## config.mk

```make
export PLATFORM = sky130hd
export DESIGN_NAME = fifo_wr_arbiter
export DESIGN_NICKNAME = d
export VERILOG_FILES = /design/src/rtl/fifo_arb_pkg.sv /design/src/rtl/fifo_wr_arbiter_rr_pick.sv /design/src/rtl/fifo_wr_arbiter.sv
export SDC_FILE = /design/constraint.sdc
export NUM_CORES = 1
export LEC_CHECK = 0
export ABC_AREA = 1
export CORE_ASPECT_RATIO = 0.8
export CORE_MARGIN = 4
export CORE_UTILIZATION = 38
export CTS_CLUSTER_DIAMETER = 100
export DETAILED_ROUTE_END_ITERATION = 6
export MAX_ROUTING_LAYER = met4
export PLACE_DENSITY = 0.72
export SLEW_MARGIN = 20
export SYNTH_ARGS = -nofsm -noshare
export SYNTH_HDL_FRONTEND = slang
export SYNTH_SLANG_ARGS = --single-unit
```

## constraint.sdc

```tcl
create_clock -name wclk -period 1.7 [get_ports wclk]
set_clock_uncertainty 0.2 [all_clocks]
set_input_delay 0.255 -clock wclk [delete_from_list [all_inputs] [get_ports wclk]]
set_output_delay 0.255 -clock wclk [all_outputs]
set_load 0.05 [all_outputs]
```

## src/rtl/fifo_arb_pkg.sv

```systemverilog
// Shared types and helpers for the FIFO write-port arbiter.
//   arb_state_t : arbiter FSM state (IDLE / BURST)
//   FIFO_DATA_W : data width of the async FIFO write port
//   MAX_REQ     : largest supported producer count
//   onehot()    : index -> one-hot vector (MAX_REQ wide, caller truncates)
package fifo_arb_pkg;

    typedef enum logic {
        IDLE  = 1'b0,
        BURST = 1'b1
    } arb_state_t;

    localparam int FIFO_DATA_W = 8;
    localparam int MAX_REQ     = 8;

    function automatic logic [MAX_REQ-1:0] onehot(input int unsigned idx);
        return MAX_REQ'(1) << idx;
    endfunction

endpackage

```

## src/rtl/fifo_wr_arbiter_rr_pick.sv

```systemverilog
// Rotating-priority find-first-set, purely combinational.
//   req   : request vector, one bit per producer
//   ptr   : index with highest priority this round
//   found : at least one request is set
//   idx   : first set request searching upward from ptr, wrapping
module rr_pick #(
    parameter int NUM_REQ = 4,
    parameter int PTR_W   = $clog2(NUM_REQ)
) (
    input  logic [NUM_REQ-1:0] req,
    input  logic [PTR_W-1:0]   ptr,
    output logic               found,
    output logic [PTR_W-1:0]   idx
);

    // Scan distances from far to near so the nearest candidate wins.
    always_comb begin
        found = 1'b0;
        idx   = '0;
        for (int k = NUM_REQ - 1; k >= 0; k--) begin
            int c;
            c = int'(ptr) + k;
            if (c >= NUM_REQ) c = c - NUM_REQ;
            if (req[c]) begin
                found = 1'b1;
                idx   = PTR_W'(c);
            end
        end
    end

endmodule

```

## src/rtl/fifo_wr_arbiter.sv

```systemverilog
// Round-robin arbiter in front of the async FIFO write port (wclk domain).
// One producer owns the port for a burst of up to BURST_LEN words; words are
// forwarded only while the FIFO is not full, so nothing is dropped.
//
// Ports:
//   wclk, nRst  : write clock, async active-low reset
//   arb_en      : allows new grants; a running burst always completes
//   req_valid   : per-producer word available
//   req_data    : producer i word at [i*DATA_W +: DATA_W]
//   req_ready   : per-producer accept (at most one bit high)
//   fifo_full   : FIFO full flag
//   w_en        : FIFO write enable (combinational, = transfer)
//   data_in     : FIFO write data (owner's word in BURST, else 0)
//   grant       : registered one-hot owner, zero when idle
//   busy        : registered, high while in BURST
//
// state | meaning
// ------+--------------------------------------------------------------
// IDLE  | no owner; picks next producer from rr_ptr when arb_en
// BURST | owner holds the port; moves words while fifo_full is low
module fifo_wr_arbiter
    import fifo_arb_pkg::*;
#(
    parameter int NUM_REQ   = 4,
    parameter int BURST_LEN = 4,
    parameter int DATA_W    = FIFO_DATA_W
) (
    input  logic                      wclk,
    input  logic                      nRst,
    input  logic                      arb_en,
    input  logic [NUM_REQ-1:0]        req_valid,
    input  logic [NUM_REQ*DATA_W-1:0] req_data,
    output logic [NUM_REQ-1:0]        req_ready,
    input  logic                      fifo_full,
    output logic                      w_en,
    output logic [DATA_W-1:0]         data_in,
    output logic [NUM_REQ-1:0]        grant,
    output logic                      busy
);

    localparam int PTR_W = $clog2(NUM_REQ);
    localparam int CNT_W = $clog2(BURST_LEN + 1);

    arb_state_t       state;
    logic [PTR_W-1:0] owner;
    logic [PTR_W-1:0] rr_ptr;
    logic [CNT_W-1:0] beat_cnt;

    logic             win_found;
    logic [PTR_W-1:0] win_idx;
    logic             in_burst;
    logic             owner_valid;
    logic             xfer;
    logic             last_beat;
    logic             rel;
    logic [PTR_W-1:0] ptr_next;

    rr_pick #(
        .NUM_REQ (NUM_REQ),
        .PTR_W   (PTR_W)
    ) u_rr_pick (
        .req   (req_valid),
        .ptr   (rr_ptr),
        .found (win_found),
        .idx   (win_idx)
    );

    assign in_burst    = (state == BURST);
    assign owner_valid = req_valid[owner];
    assign xfer        = in_burst && owner_valid && !fifo_full;
    assign last_beat   = xfer && (beat_cnt + CNT_W'(1) == CNT_W'(BURST_LEN));
    // A producer dropping valid ends its burst even while the FIFO is full,
    // so an idle owner can never park on the port.
    assign rel         = in_burst && (last_beat || !owner_valid);
    assign ptr_next    = (owner == PTR_W'(NUM_REQ - 1)) ? '0 : owner + PTR_W'(1);

    assign w_en    = xfer;
    assign data_in = in_burst ? req_data[int'(owner)*DATA_W +: DATA_W] : '0;

    always_comb begin
        req_ready = '0;
        if (in_burst && !fifo_full) req_ready[owner] = 1'b1;
    end

    always_ff @(posedge wclk or negedge nRst) begin
        if (!nRst) begin
            state    <= IDLE;
            owner    <= '0;
            rr_ptr   <= '0;
            beat_cnt <= '0;
            grant    <= '0;
            busy     <= 1'b0;
        end else begin
            case (state)
                IDLE: begin
                    if (arb_en && win_found) begin
                        state    <= BURST;
                        owner    <= win_idx;
                        grant    <= NUM_REQ'(onehot(int'(win_idx)));
                        beat_cnt <= '0;
                        busy     <= 1'b1;
                    end
                end
                BURST: begin
                    if (rel) begin
                        state    <= IDLE;
                        grant    <= '0;
                        busy     <= 1'b0;
                        beat_cnt <= '0;
                        rr_ptr   <= ptr_next;
                    end else if (xfer) begin
                        beat_cnt <= beat_cnt + CNT_W'(1);
                    end
                end
                default: begin
                    state <= IDLE;
                    grant <= '0;
                    busy  <= 1'b0;
                end
            endcase
        end
    end

endmodule

```

# Word-level counts from Yosys, hierarchy flattened
# Index checks and enable logic that the tools add are counted.
# Widths: inputs -> output; s select.
[word_totals]
in_bits = 40
regBits = 13
output_inout_bits = 18
wordCells = 91
[classes]
shift = 2
muxes = 44
n_eq_ne = 5
bitwise_logic = 1
reduce_logical = 14
addsub = 9
order_cmp = 10
[ops]
columns = ["op", "n"]
rows = [
  ["$lt 32x4->1 const B", 4],
  ["$mux 32", 4],
  ["$ge 32x4->1 const B", 3],
  ["$sub 32x4->32 const B", 3],
  ["$shiftx 32x6->8", 1],
  ["$mux 1", 18],
  ["$mux 4", 3],
  ["$bmux 1 s2", 5],
  ["$mux 2", 5],
  ["$mux 3", 3],
  ["$mux 8", 1],
  ["$pmux 4 s2", 1],
  ["$reduce_and 2->1", 4],
  ["$logic_and 1x1->1", 7],
  ["$add 2x2->3 const B", 2],
  ["$pmux 3 s2", 1],
  ["$pmux 1 s2", 2],
  ["$shl 1x2->4 const A", 1],
  ["$sub 2x3->4 const B", 1],
  ["$add 2x1->3 const B", 1],
  ["$add 3x1->3 const B", 1],
  ["$eq 3x3->1 const B", 1],
  ["$ge 2x3->1 const B", 1],
  ["$lt 2x3->1 const B", 1],
  ["10 further kinds", 11],
]

# Longest topological paths before layout
[logic_depth]
ltp_word = 13
mapped_depth = 13
ltp_nobuf = 12

# Cells and area by module
# A second synthesis with hierarchy kept.
[hier_totals]
hier_cells = 203
hier_area_um2 = 1280.0
[by_module_without_submodules]
columns = ["mod", "area_each_um2", "n_inst", "cells_each", "seq_area_each_um2"]
rows = [
  ["fifo_wr_arbiter", 1067.3, 1, 157, 325.3],
  ["rr_pick", 212.7, 1, 46, 0.0],
]

# Least setup slack after synthesis
# OpenSTA, ideal clock, no wires.
[synth_timing]
path_kind = "flip-flop to output port"
from = "reg owner[0]"
to = "out data_in[5]"
t_arrival_ps = 1721
required_ps = 1245
stages_incl_launch_ff = 7
path_slack_ps = -476
n_path_buf = 2
path_cell_list = "dfrtp_1 > buf_4 > buf_2 > nor2_1 > nor2_1 > o21ai_0 > a21oi_1"
[synth_between]
elab_chain_cells = 2
[synth_lines]
columns = ["item", "line_no", "text"]
rows = [
  ["start, declared", "fifo_wr_arbiter.sv:45", "logic [PTR_W-1:0] owner;"],
  ["start signal, assigned", "fifo_wr_arbiter.sv:98", "owner <= win_idx;"],
  ["$shiftx 32x6->8", "fifo_wr_arbiter.sv:78", "assign data_in = in_burst ? req_data[int'(owner)*DATA_W +: DATA_W] : '0;"],
  ["$mux 8", "fifo_wr_arbiter.sv:78", ""],
  ["end, declared", "fifo_wr_arbiter.sv:36", "output logic [DATA_W-1:0] data_in,"],
]
# Every way passes these cells.

# Worst setup path in the final report
[layout_timing]
from = "reg owner[0]"
to = "out data_in[4]"
# The elaborated chain is that of the path after synthesis.

==> insert_results.sql <==
INSERT INTO impl_metrics (metric_group, metric, value, unit) VALUES
('cts', 'clk-insertion-delay-late', '0.25', 'ns'),
('cts', 'tritoncts.num_buffers', '3', ''),
('routing', 'detail_route.first_pass.iterations', '4', ''),
('sta', 'finalSetupViolations', '22', ''),
('placement', 'dpl.cell_count', '309', ''),
('power', 'clock_power_share', '5.5', '%'),
('cells_and_area', 'finalNetCount', '331', ''),
('yosys', 'syn_avg_cell_area', '6.63', 'µm²'),
('yosys', 'synth_cells', '203', ''),
('cells_and_area', 'stdcell_area', '2650', 'µm²'),
('placement', 'dpl_cell_area', '2230', 'µm²'),
('global_route', 'groute.usage.overall', '18.5', '%'),
('critical_path', 'timing.rr.start', 'owner[0]', ''),
('floorplanning', 'core', '3420', 'µm²'),
('global_route', 'maximum_number_of_pins_on_one_net_before_global_route_repair', '21', ''),
('placement', 'dpl.hpwl', '3060', 'µm'),
('sta', 'max_clock_freq', '0.523', 'GHz'),
('status', 'failing_checks', 'setup timing', ''),
('sta', 'finalMaxSlewViolations', '0', ''),
('routing', 'route.antenna.remaining_nets', '0', ''),
('power', 'power_switching', '2.77', 'mW'),
('routing', 'via_count', '1581', ''),
('cells_and_area', 'layoutNonFillerInstCount', '326', ''),
('global_route', 'antenna_found_initial', '0', ''),
('cells_and_area', 'area.sequential', '328', 'µm²'),
('floorplanning', 'core.rowCount', '19', ''),
('power', 'irDropWorstVdd', '1210', 'µV'),
('sta', 'max-slew-margin-rel', '81.4', '%'),
('cts', 'clock_tree_from_tritoncts', 'built', ''),
('yosys', 'ys_types', '22', ''),
('critical_path', 'cp.arrival', '1.46', 'ns'),
('yosys', 'synth-warning-count', '0', ''),
('cells_and_area', 'insertedDiodeCount', '0', ''),
('status', 'outcome', 'finished with violations', ''),
('cells_and_area', 'final_util', '77.4', '%'),
('cts', 'ctsLongestPathBuffers', '2', ''),
('yosys', 'synth.yosys.seq_area_share', '24.2', '%'),
('critical_path', 'reg2reg_setup_slack', '-0.08', 'ns'),
('sta', 'timing_worst_slew_pin_value', '0.278', 'ns'),
('critical_path', 'critical_path.endpoint_type', 'output pin', ''),
('placement', 'detailedPlace.worstSlack', '-0.229', 'ns'),
('placement', 'globalplace.congestion', '0.903', ''),
('cts', 'cts.htree.levels', '1', ''),
('cts', 'cts_root_buf', 'sky130_fd_sc_hd__clkbuf_8', ''),
('sta', 'report.final.hold_viol_count', '0', ''),
('sta', 'final_critical_path_setup_slack', '-0.214', 'ns'),
('routing', 'drc', '0', ''),
('critical_path', 'worst_r2r_endpoint', 'grant[3]', ''),
('floorplanning', 'fp.dieW', '74.5', 'µm'),
('cts', 'cts.clk_slew.worst_paths', '0.06', 'ns'),
('routing', 'routedWlPerCell', '14.4', 'µm'),
('flow_run', 'drv_cap', '0', ''),
('power', 'power.leakage', '1.21', 'nW'),
('yosys', 'yosys-top-cells-area', 'sky130_fd_sc_hd__dfrtp_1 24%, sky130_fd_sc_hd__nand2_1 11%, sky130_fd_sc_hd__nor2_1 11%', ''),
('floorplanning', 'initial_core_util', '39.3', '%'),
('critical_path', 'critPathLaunchType', 'flip-flop', ''),
('cells_and_area', 'drive_above_1_share', '44.7', '%'),
('global_route', 'grt_first_pass_wirelength', '6360', 'µm'),
('cells_and_area', 'areaGrowthSynthToFinish', '96.7', '%'),
('cells_and_area', 'fill_cells', '240', ''),
('routing', 'drt-vias-per-instance', '4.85', ''),
('routing', 'wl', '4710', 'µm'),
('critical_path', 'critPathRequiredTime', '1.24', 'ns'),
('critical_path', 'criticalPathCategory', 'reg2out', ''),
('power', 'switching_share', '53.7', '%'),
('power', 'seq_pwr_share', '11.5', '%'),
('power', 'power_density', '1950', 'nW/µm²'),
('yosys', 'synth.ff_latch_count', '13', ''),
('cts', 'clock_sinks', '13', ''),
('yosys', 'synth.top_cell.area_share', '24.2', '%'),
('floorplanning', 'die_area', '4570', 'µm²');
==> layout by cell type (no fill, tap or decap), types with 10 or more instances in the layout <==
cell type and count:
sky130_fd_sc_hd__clkdlybuf4s50_1 38, sky130_fd_sc_hd__nand2_1 37, sky130_fd_sc_hd__nor2_1 31, sky130_fd_sc_hd__nand2_2 16, sky130_fd_sc_hd__o21ai_1 13, sky130_fd_sc_hd__buf_4 13
sky130_fd_sc_hd__buf_12 13, sky130_fd_sc_hd__buf_6 13, sky130_fd_sc_hd__nand3_1 12, sky130_fd_sc_hd__dfrtp_1 11, sky130_fd_sc_hd__o21ai_2 10, sky130_fd_sc_hd__inv_1 10
==> worst max path at each step <==
stage                      start           end  slack [ns]  cells after the start
finish                  owner[0]    data_in[4]       -0.21                      6
floorplan               owner[0]    data_in[5]       -0.13                      6
global placement    req_valid[3]      grant[2]       -0.21                     12
global route            owner[0]    data_in[4]       -0.24                      6
detailed placement  req_valid[3]      grant[2]       -0.23                     12
CTS                     owner[0]  req_ready[2]       -0.18                      5
==> cells by family after synthesis <==
group,after synthesis,share of synthesized area (%)
simple gates,119,45.3
compound gates,34,13.4
buf+inv,31,11.6
flops,13,24.2
fa+ha+maj,6,5.58
==> state kept, by name, summed over array words and instances (netlist names) <==
signal	cells
in_burst	1
owner	2
beat_cnt	3
grant	4
busy	1
rr_ptr	2
==> cell type report <==
class	count	share of cell area, %
Timing Repair Buffer	81	35.6
Clock buffer	4	1.70
Timing Repair inverter	2	0.945
Multi-Input combinational cell	159	42.4
Sequential cell	13	12.4
Tap cell	42	1.98
Inverter	25	5.05
==> metal layers <==
| layer | part of all wire [%] | vias up | global-route usage (%) |
|---|---|---|---|
| li1 | - | 807 | - |
| met1 | 44 | 735 | 24.8 |
| met2 | 50 | 39 | 30.3 |
| met3 | 5.9 | 0 | 4.24 |
| met4 | 0 | 0 | 0.761 |
| met5 | 0 | - | - |
==> critical path: stages, from the launching register on <==
cell,delay (ns)
sky130_fd_sc_hd__dfrtp_2,0.46
sky130_fd_sc_hd__buf_4,0.18
sky130_fd_sc_hd__nor2_1,0.13
sky130_fd_sc_hd__nor2_1,0.05
sky130_fd_sc_hd__o21ai_1,0.14
sky130_fd_sc_hd__a21oi_4,0.09
sky130_fd_sc_hd__buf_6,0.16
==> power by group through the flow <==
stage,sequential (mW),clock [mW],combinational (mW)
5_1_grt,0.607,0.303,4.59
2_1_floorplan,0.642,0,2.30
3_3_place_gp,0.556,0,3.37
6_report,0.594,0.282,4.29
3_5_place_dp,0.557,0,3.42
4_1_cts,0.573,0.284,3.74
==> Yosys cell counts (all sizes together) <==
library cell and n:
nand2 61, nor2 41, inv 25, o21ai 24, nand3 16, dfrtp 13
a21oi 9, buf 6, ha 6, nand3b 1, o21a 1
==> through the flow <==
stage               power (mW)  hold slack (ns)
finish                    5.17            0.125
floorplan                 2.94           -0.241
CTS                       4.60            0.112
global route              5.50            0.157
detailed placement        3.98            0.317
global placement          3.93            0.308
==> what timing repair did <==
item | CTS | global route
pin swaps | 4 | 7
hold buffers | 0 | 0
endpoints found under the setup margin | 17 | 26
cloned | 0 | 3
setup buffers | 5 | 5
resized for setup | 34 | 50
Note: power is estimated with default switching activity, not from simulation.
